File: src/rtl/linear_job_sched.sv
// linear_job_sched: walks the shared systolic linear engine through a batch of
// projection jobs (Q, K, V, output by default). One batch command is accepted
// in IDLE; each selected job is issued in ascending index order with its own
// weight/result base, and a per-job cycle budget aborts a hung engine.
module linear_job_sched #(
    parameter int                NUM_JOBS    = 4,
    parameter int                ADDR_W      = 32,
    parameter logic [ADDR_W-1:0] W_STRIDE    = 32'd4096,
    parameter logic [ADDR_W-1:0] Y_STRIDE    = 32'd1024,
    parameter int                TIMEOUT_CYC = 1024,
    localparam int               JOB_W       = (NUM_JOBS > 1) ? $clog2(NUM_JOBS) : 1
) (
    input  logic                clk,
    input  logic                rst,
    input  logic                cmd_valid,
    output logic                cmd_ready,
    input  logic [NUM_JOBS-1:0] cmd_job_mask,
    input  logic [ADDR_W-1:0]   cmd_x_base,
    input  logic [ADDR_W-1:0]   cmd_w_base,
    input  logic [ADDR_W-1:0]   cmd_y_base,
    output logic                lin_start,
    input  logic                lin_done,
    output logic [ADDR_W-1:0]   lin_x_base,
    output logic [ADDR_W-1:0]   lin_w_base,
    output logic [ADDR_W-1:0]   lin_y_base,
    output logic [JOB_W-1:0]    job_id,
    output logic                busy,
    output logic                all_done,
    output logic                err_timeout
);

    localparam int CNT_W = (TIMEOUT_CYC > 2) ? $clog2(TIMEOUT_CYC) : 1;
    localparam logic [CNT_W-1:0] TMO_LAST = CNT_W'(TIMEOUT_CYC - 1);

    typedef enum logic [1:0] {
        IDLE,
        ISSUE,
        RUN,
        FINISH
    } state_t;

    state_t              state_q;
    state_t              state_d;
    logic [NUM_JOBS-1:0] pending_q;
    logic [ADDR_W-1:0]   x_q;
    logic [ADDR_W-1:0]   w_q;
    logic [ADDR_W-1:0]   y_q;
    // Counts cycles since the job was loaded; reads 0 in ISSUE, 1 in the first RUN cycle.
    logic [CNT_W-1:0]    tmo_cnt_q;

    logic                load_job;
    logic                set_done;
    logic                set_err;
    logic                tmo_hit;
    logic [NUM_JOBS-1:0] pend_src;
    logic [ADDR_W-1:0]   x_src;
    logic [ADDR_W-1:0]   w_src;
    logic [ADDR_W-1:0]   y_src;
    logic [JOB_W-1:0]    next_idx;

    // Lowest set bit of a job mask; 0 when the mask is empty.
    function automatic logic [JOB_W-1:0] lowest_idx(input logic [NUM_JOBS-1:0] mask);
        lowest_idx = '0;
        for (int i = NUM_JOBS - 1; i >= 0; i--) begin
            if (mask[i]) lowest_idx = JOB_W'(i);
        end
    endfunction

    assign cmd_ready = (state_q == IDLE);
    assign busy      = (state_q != IDLE);
    assign tmo_hit   = (tmo_cnt_q == TMO_LAST);

    // In IDLE the job is loaded in the same edge as the handshake, so the
    // command fields are used directly instead of their latched copies.
    assign pend_src = (state_q == IDLE) ? cmd_job_mask : pending_q;
    assign x_src    = (state_q == IDLE) ? cmd_x_base   : x_q;
    assign w_src    = (state_q == IDLE) ? cmd_w_base   : w_q;
    assign y_src    = (state_q == IDLE) ? cmd_y_base   : y_q;
    assign next_idx = lowest_idx(pend_src);

    // State register.
    always_ff @(posedge clk) begin
        // NOTE: sequential state uses non-blocking assignments so every register
        // samples pre-edge values regardless of block ordering.
        if (rst) state_q <= IDLE;
        else     state_q <= state_d;
    end

    // Next-state decode plus the one-cycle events that drive registered outputs.
    always_comb begin
        // NOTE: every output of this block gets a default first, so no path can
        // leave one unassigned and infer a latch.
        state_d  = state_q;
        load_job = 1'b0;
        set_done = 1'b0;
        set_err  = 1'b0;
        case (state_q)
            IDLE: begin
                if (cmd_valid) begin
                    if (|cmd_job_mask) begin
                        state_d  = ISSUE;
                        load_job = 1'b1;
                    end else begin
                        state_d  = FINISH;
                        set_done = 1'b1;
                    end
                end
            end
            ISSUE: state_d = RUN;
            RUN: begin
                // lin_done takes priority over a coincident terminal count.
                if (lin_done) begin
                    if (|pending_q) begin
                        state_d  = ISSUE;
                        load_job = 1'b1;
                    end else begin
                        state_d  = FINISH;
                        set_done = 1'b1;
                    end
                end else if (tmo_hit) begin
                    state_d = IDLE;
                    set_err = 1'b1;
                end
            end
            FINISH:  state_d = IDLE;
            default: state_d = IDLE;
        endcase
    end

    // Command latch, job loading, timeout counter and registered outputs.
    always_ff @(posedge clk) begin
        if (rst) begin
            pending_q   <= '0;
            x_q         <= '0;
            w_q         <= '0;
            y_q         <= '0;
            tmo_cnt_q   <= '0;
            job_id      <= '0;
            lin_x_base  <= '0;
            lin_w_base  <= '0;
            lin_y_base  <= '0;
            lin_start   <= 1'b0;
            all_done    <= 1'b0;
            err_timeout <= 1'b0;
        end else begin
            lin_start   <= load_job;
            all_done    <= set_done;
            err_timeout <= set_err;

            if (state_q == IDLE && cmd_valid) begin
                pending_q <= cmd_job_mask;
                x_q       <= cmd_x_base;
                w_q       <= cmd_w_base;
                y_q       <= cmd_y_base;
            end

            if (load_job) begin
                job_id     <= next_idx;
                lin_x_base <= x_src;
                lin_w_base <= w_src + ADDR_W'(next_idx) * W_STRIDE;
                lin_y_base <= y_src + ADDR_W'(next_idx) * Y_STRIDE;
                pending_q  <= pend_src & ~(NUM_JOBS'(1) << next_idx);
                tmo_cnt_q  <= '0;
            end else if (state_q == ISSUE || state_q == RUN) begin
                tmo_cnt_q <= tmo_cnt_q + CNT_W'(1);
            end

            if (set_err) pending_q <= '0;
        end
    end

endmodule

File: config.mk
export PLATFORM = sky130hd
export DESIGN_NAME = linear_job_sched
export DESIGN_NICKNAME = d
export VERILOG_FILES = /design/src/rtl/linear_job_sched.sv
export SDC_FILE = /design/constraint.sdc
export NUM_CORES = 1
export LEC_CHECK = 0
export CORE_ASPECT_RATIO = 1.2
export CORE_UTILIZATION = 35
export CTS_CLUSTER_DIAMETER = 50
export DETAILED_ROUTE_END_ITERATION = 7
export SLEW_MARGIN = 20
export SYNTH_ARGS = -nofsm -noshare
export SYNTH_HDL_FRONTEND = slang
export SYNTH_SLANG_ARGS = --single-unit
File: constraint.sdc
create_clock -name clk -period 6.9 [get_ports clk]
set_input_delay 1.38 -clock clk [delete_from_list [all_inputs] [get_ports clk]]
set_output_delay 1.38 -clock clk [all_outputs]
set_load 0.02 [all_outputs]
== Yosys cells after proc, flatten, opt, wreduce, memory -nomap -nowiden ==
Index checks and enable logic that the tools add are counted.
Cells by class
  add/sub/neg operators: 3
  equal/unequal tests: 6
  shifts and indexed selects: 1
  multiplexer cells: 29
  bitwise operators: 2
  reductions and logical operators: 10
Operators by type and width (count)
  $mux W32: 3
  $add A32 B12 Y32: 1
  $add A32 B14 Y32: 1
  $mux W2: 9
  $mux W4: 3
  $mux W1: 11
  $add A10 B1 Y10 const B: 1
  $eq A10 B10 Y1 const B: 1
  $pmux W2 S4: 1
  $reduce_or A4 Y1: 2
  $and A4 B4 Y4: 1
  $eq A2 B2 Y1 const B: 2
  $not A4 Y4: 1
  $pmux W1 S2: 2
  $reduce_bool A2 Y1: 2
  $reduce_or A2 Y1: 2
  $shl A1 B2 Y4 const A: 1
  $ne A3 B3 Y1 const B: 1
  $eq A2 B1 Y1 const B: 1
  $logic_not A2 Y1: 1
  $ne A2 B2 Y1 const B: 1
  $reduce_and A2 Y1: 1
  $logic_and A1 B1 Y1: 1
  $logic_or A1 B1 Y1: 1
Storage, ports and cells
  bits in registers: 213
  input bits: 104
  output and inout bits: 103
  word-level logic and storage cells: 64

== Logic depth before layout (Yosys ltp) ==
  depth in word-level cells: 10
  depth in mapped cells: 18
  gate-level depth less buffers: 15

== Least setup slack after synthesis ==
OpenSTA, ideal clock, no wires.
  path type: input port to flip-flop
  from: in cmd_job_mask[2]
  to: reg lin_w_base[28]
  library setup time: 0.122 ns
  data arrival time: 4.105 ns
  data required time: 6.778 ns
  slack: 2.673 ns
  cell stages on the path: 12
  buffers on the path: 0
  cells stage by stage: mux2_2 > nand2b_1 > a211oi_1 > a21oi_1 > inv_1 > ha_1 > inv_1 > fa_1 > nand4bb_1 > a222oi_1 > nand4_1 > a221o_1
Between the ends
  longest elaborated chain between the ends: 5
  elaborated cells on any way between the ends: 9
  classes of those cells: add/sub: 1; mux: 7; reduce/logical: 1
Ends and longest elaborated chain
  from (decl): line 17  | input logic [NUM_JOBS-1:0] cmd_job_mask,
  $mux W4: line 75  | assign pend_src = (state_q == IDLE) ? cmd_job_mask : pending_q;
  $mux W2 (3 in a row): line 65  | if (mask[i]) lowest_idx = JOB_W'(i);
  named net next_idx[0]: line 59  | logic [JOB_W-1:0] next_idx;
  $add A32 B14 Y32: line 160  | lin_w_base <= w_src + ADDR_W'(next_idx) * W_STRIDE;
  to (signal assigned): line 160
  to (decl): line 24  | output logic [ADDR_W-1:0] lin_w_base,
The timed path passes the listed nets, and every way through them passes these cells.
A chain may end at the register's enable or synchronous reset.

== Worst setup path after layout ==
  from: reg state_q[0]
  to: reg lin_w_base[28]
Between the ends
  longest elaborated chain between the ends: 7
  elaborated cells on any way between the ends: 10
  classes of those cells: add/sub: 1; eq/ne: 1; mux: 7; reduce/logical: 1
Ends and longest elaborated chain
  from (decl): line 42  | state_t state_q;
  from (signal assigned): line 86  | else state_q <= state_d;
  $logic_not A2 Y1 *: line 75
  $mux W4 *: line 75
  $mux W2 (3 in a row): line 65
  $mux W2 *: line 65
  named net next_idx[0]: line 59
  $add A32 B14 Y32 *: line 160
Mark *: on every way through the listed nets, which the timed path passes. The rest lies on a longest branch.

==> impl_metrics.py <==
metrics = {
    "drt": {
        "via_count": 8673,
        "wl_um": 27200,
        "wire_per_inst_um": 16.2,
        "first_pass_iters": 5,
        "drc": 0,
        "via_per_inst": 5.17,
        "drtAntennaViolNets": 0,
        "drtIter0Drc": 399,
    },
    "sta": {
        "post-route-period-util": 0.699,
        "tightest_slew_ns": 1.01,
        "setup_viol": 0,
        "slew_viol_final": 0,
        "final-hold-violation-count": 0,
        "setup_tns_ns": 0,
        "worst_slack_ns": 2.07,
        "slew_headroom": 0.325,
        "rsz0062_at_grt": "no",
        "clock_skew_ns": 0.0146,
        "post-route-min-period_ns": 4.83,
        "max_clock_freq_mhz": 207,
    },
    "clock_network": {
        "cts_tree": "built",
        "h-tree-depth": 1,
        "clock_sinks": 213,
        "clk_pin_slew_ns": 0.06,
        "cts_setup_buffers": 0,
        "cts-root-buf": "clkbuf_16",
        "cts-hold-fix-buffers": 0,
        "cts.path.max_buffers": 3,
        "cts_buffers": 29,
        "cts_resized": 0,
        "insertion_delay_ns": 0.54,
    },
    "synthesis": {
        "synth_top_area_frac": 0.440,
        "ys_seq_elements": 213,
        "synth_area_mm2": 0.00970,
        "async_flop_share": 0,
        "synthCells": 1150,
        "synth_top_flop_cell": "dfxtp_1",
        "yosysTopAreaCell": "dfxtp_1",
        "synth-warning-count": 0,
        "yosys.cell_count.top_type": "nand2_1",
        "synth_area_leaders": "dfxtp_1, nand2_1, mux2i_1",
        "syn_nets": 1264,
        "synth.avg_cell_area_um2": 8.43,
        "yosysUniqueCellTypes": 62,
        "ys_top_cells_by_count": "nand2_1, dfxtp_1, a21oi_1, nor2_1, mux2i_1",
        "synth_edf_count": 0,
        "ys_seq_area_frac": 0.440,
    },
    "layout": {
        "fill_cells": 2623,
        "drive_gt1_frac": 0.0704,
        "fin_area_mm2": 0.0129,
        "syn_to_final_growth_pct": 32.6,
        "layout.nets": 1428,
    },
    "worst_setup_path": {
        "end_kind": "flop",
        "critPathLaunchType": "flop",
        "path_class": "flop to flop",
        "cp.arrival_ns": 5.26,
        "cp_max_fo": 55,
        "cp.required_ns": 7.33,
    },
    "pwr": {
        "power_density_mw_per_mm2": 422,
        "p_leak_nw": 4.83,
        "ir_drop_uv": 195,
    },
    "floorplanning": {
        "ioPinCount": 207,
        "core.rowCount": 66,
        "die-area_mm2": 0.0284,
        "start_util": 0.357,
        "fp.dieH_um": 184,
        "die_w_um": 154,
        "core_area_mm2": 0.0272,
    },
    "grt": {
        "antenna_found_initial": 0,
        "grt_util_all_layers": 0.187,
        "grt_max_degree": 101,
        "grt_pass1_vias": 8096,
        "grt_overflow": 0,
        "grt_pass1_wl_um": 43200,
    },
    "run": {
        "maxCapViolCount": 0,
    },
    "place": {
        "post_dp_cell_area_mm2": 0.0119,
        "port_buffers": 206,
        "dpl_worst_slack_ns": 1.62,
        "place_congestion": 0.845,
        "dp_hpwl_um": 17800,
    },
    "worst_hold_path": {
        "hold_class": "flop to flop",
    },
    "run_status": {
        "outcome": "finished clean",
    },
}
## stage by stage
stage	power [mW]	utilization	instances	hold slack [ns]
6_report	5.42	0.473	1677	0.452
5_1_grt	5.75	0.473	1676	0.468
4_1_cts	5.49	0.473	1676	0.454
3_5_place_dp	4.02	0.439	1623	0.446
3_3_place_gp	3.99	0.439	1623	0.439
2_1_floorplan	3.24	-	1150	0.434
## power breakdown
group	leakage, nW	switching, mW	total, mW	internal [mW]
combinational	2.63	1.32	2.28	0.963
sequential	1.74	0.174	1.70	1.53
clock	0.452	0.586	1.44	0.856
total	4.83	2.08	5.42	3.35
## state kept, by name, summed over array words and instances (netlist names), 4 cells and up
name	count
x_q	32
lin_x_base	32
y_q	32
tmo_cnt_q	10
pending_q	4
w_q	32
lin_y_base	32
lin_w_base	32
## path summary, 6_finish.rpt
kind	from	endpoint	slack, ns	cells past startpoint
setup / recovery	state_q[0]	lin_w_base[28]	2.07	14
hold / removal	lin_y_base[12]	lin_y_base[12]	0.45	2
setup reg to reg	state_q[0]	lin_w_base[28]	2.07	14
hold reg to reg	lin_y_base[12]	lin_y_base[12]	0.45	2
## area by class of cell
type                    count  area [um^2]  area share
multi-input cells         843         5050       0.393
flip-flops and latches    213         4260       0.332
repair buffers            215         2130       0.166
clock buffers              41          841      0.0654
well taps                 340          425      0.0331
clock inverters            12         97.6     0.00759
inverters                  12         45.0     0.00350
diodes                      1         2.50    0.000195
## kinds of logic after synthesis
group           after synthesis  synth area share
flops                       213             0.440
mux                         101             0.107
compound gates              262             0.169
simple gates                448             0.207
buf+inv                      94            0.0430
xor+xnor                     22            0.0199
fa+ha+maj                    10            0.0145
## critical path, stage by stage (launching register included)
cell and delay, ns:
dfxtp_1 0.31, inv_1 0.15, ha_4 0.77, mux2_2 0.44, nand2b_1 0.16, a211oi_1 0.23
a21oi_1 0.12, inv_1 0.17, ha_1 0.19, inv_1 0.06, fa_1 0.42, nand4bb_1 0.26
a222oi_1 0.85, nand4_1 0.24, a221o_1 0.34
## placed cells by master, fill, tap and decap left out, types with 11 or more instances in the layout
master           netlist  final
a211oi_1              65     65
a21oi_1              133    133
clkbuf_16              0     29
clkdlybuf4s50_1        0    205
dfxtp_1              213    213
inv_1                 11     11
mux2_2                18     18
mux2i_1               83     83
nand2_1              248    247
nand3_1               32     32
nand4_1               16     16
nor2_1                91     91
o21ai_0               22     22
xnor2_1               13     13
## routing by layer
| metal | wire, um | track usage | vias to the layer above |
|---|---|---|---|
| met2 | 13200 | 0.323 | 193 |
| met3 | 1310 | 0.0353 | 33 |
| li1 | - | - | 4396 |
| met1 | 12200 | 0.236 | 4051 |
| met4 | 474 | 0.0540 | 0 |
| met5 | 0 | 0 | - |
Power figures use the tool's default switching activity.
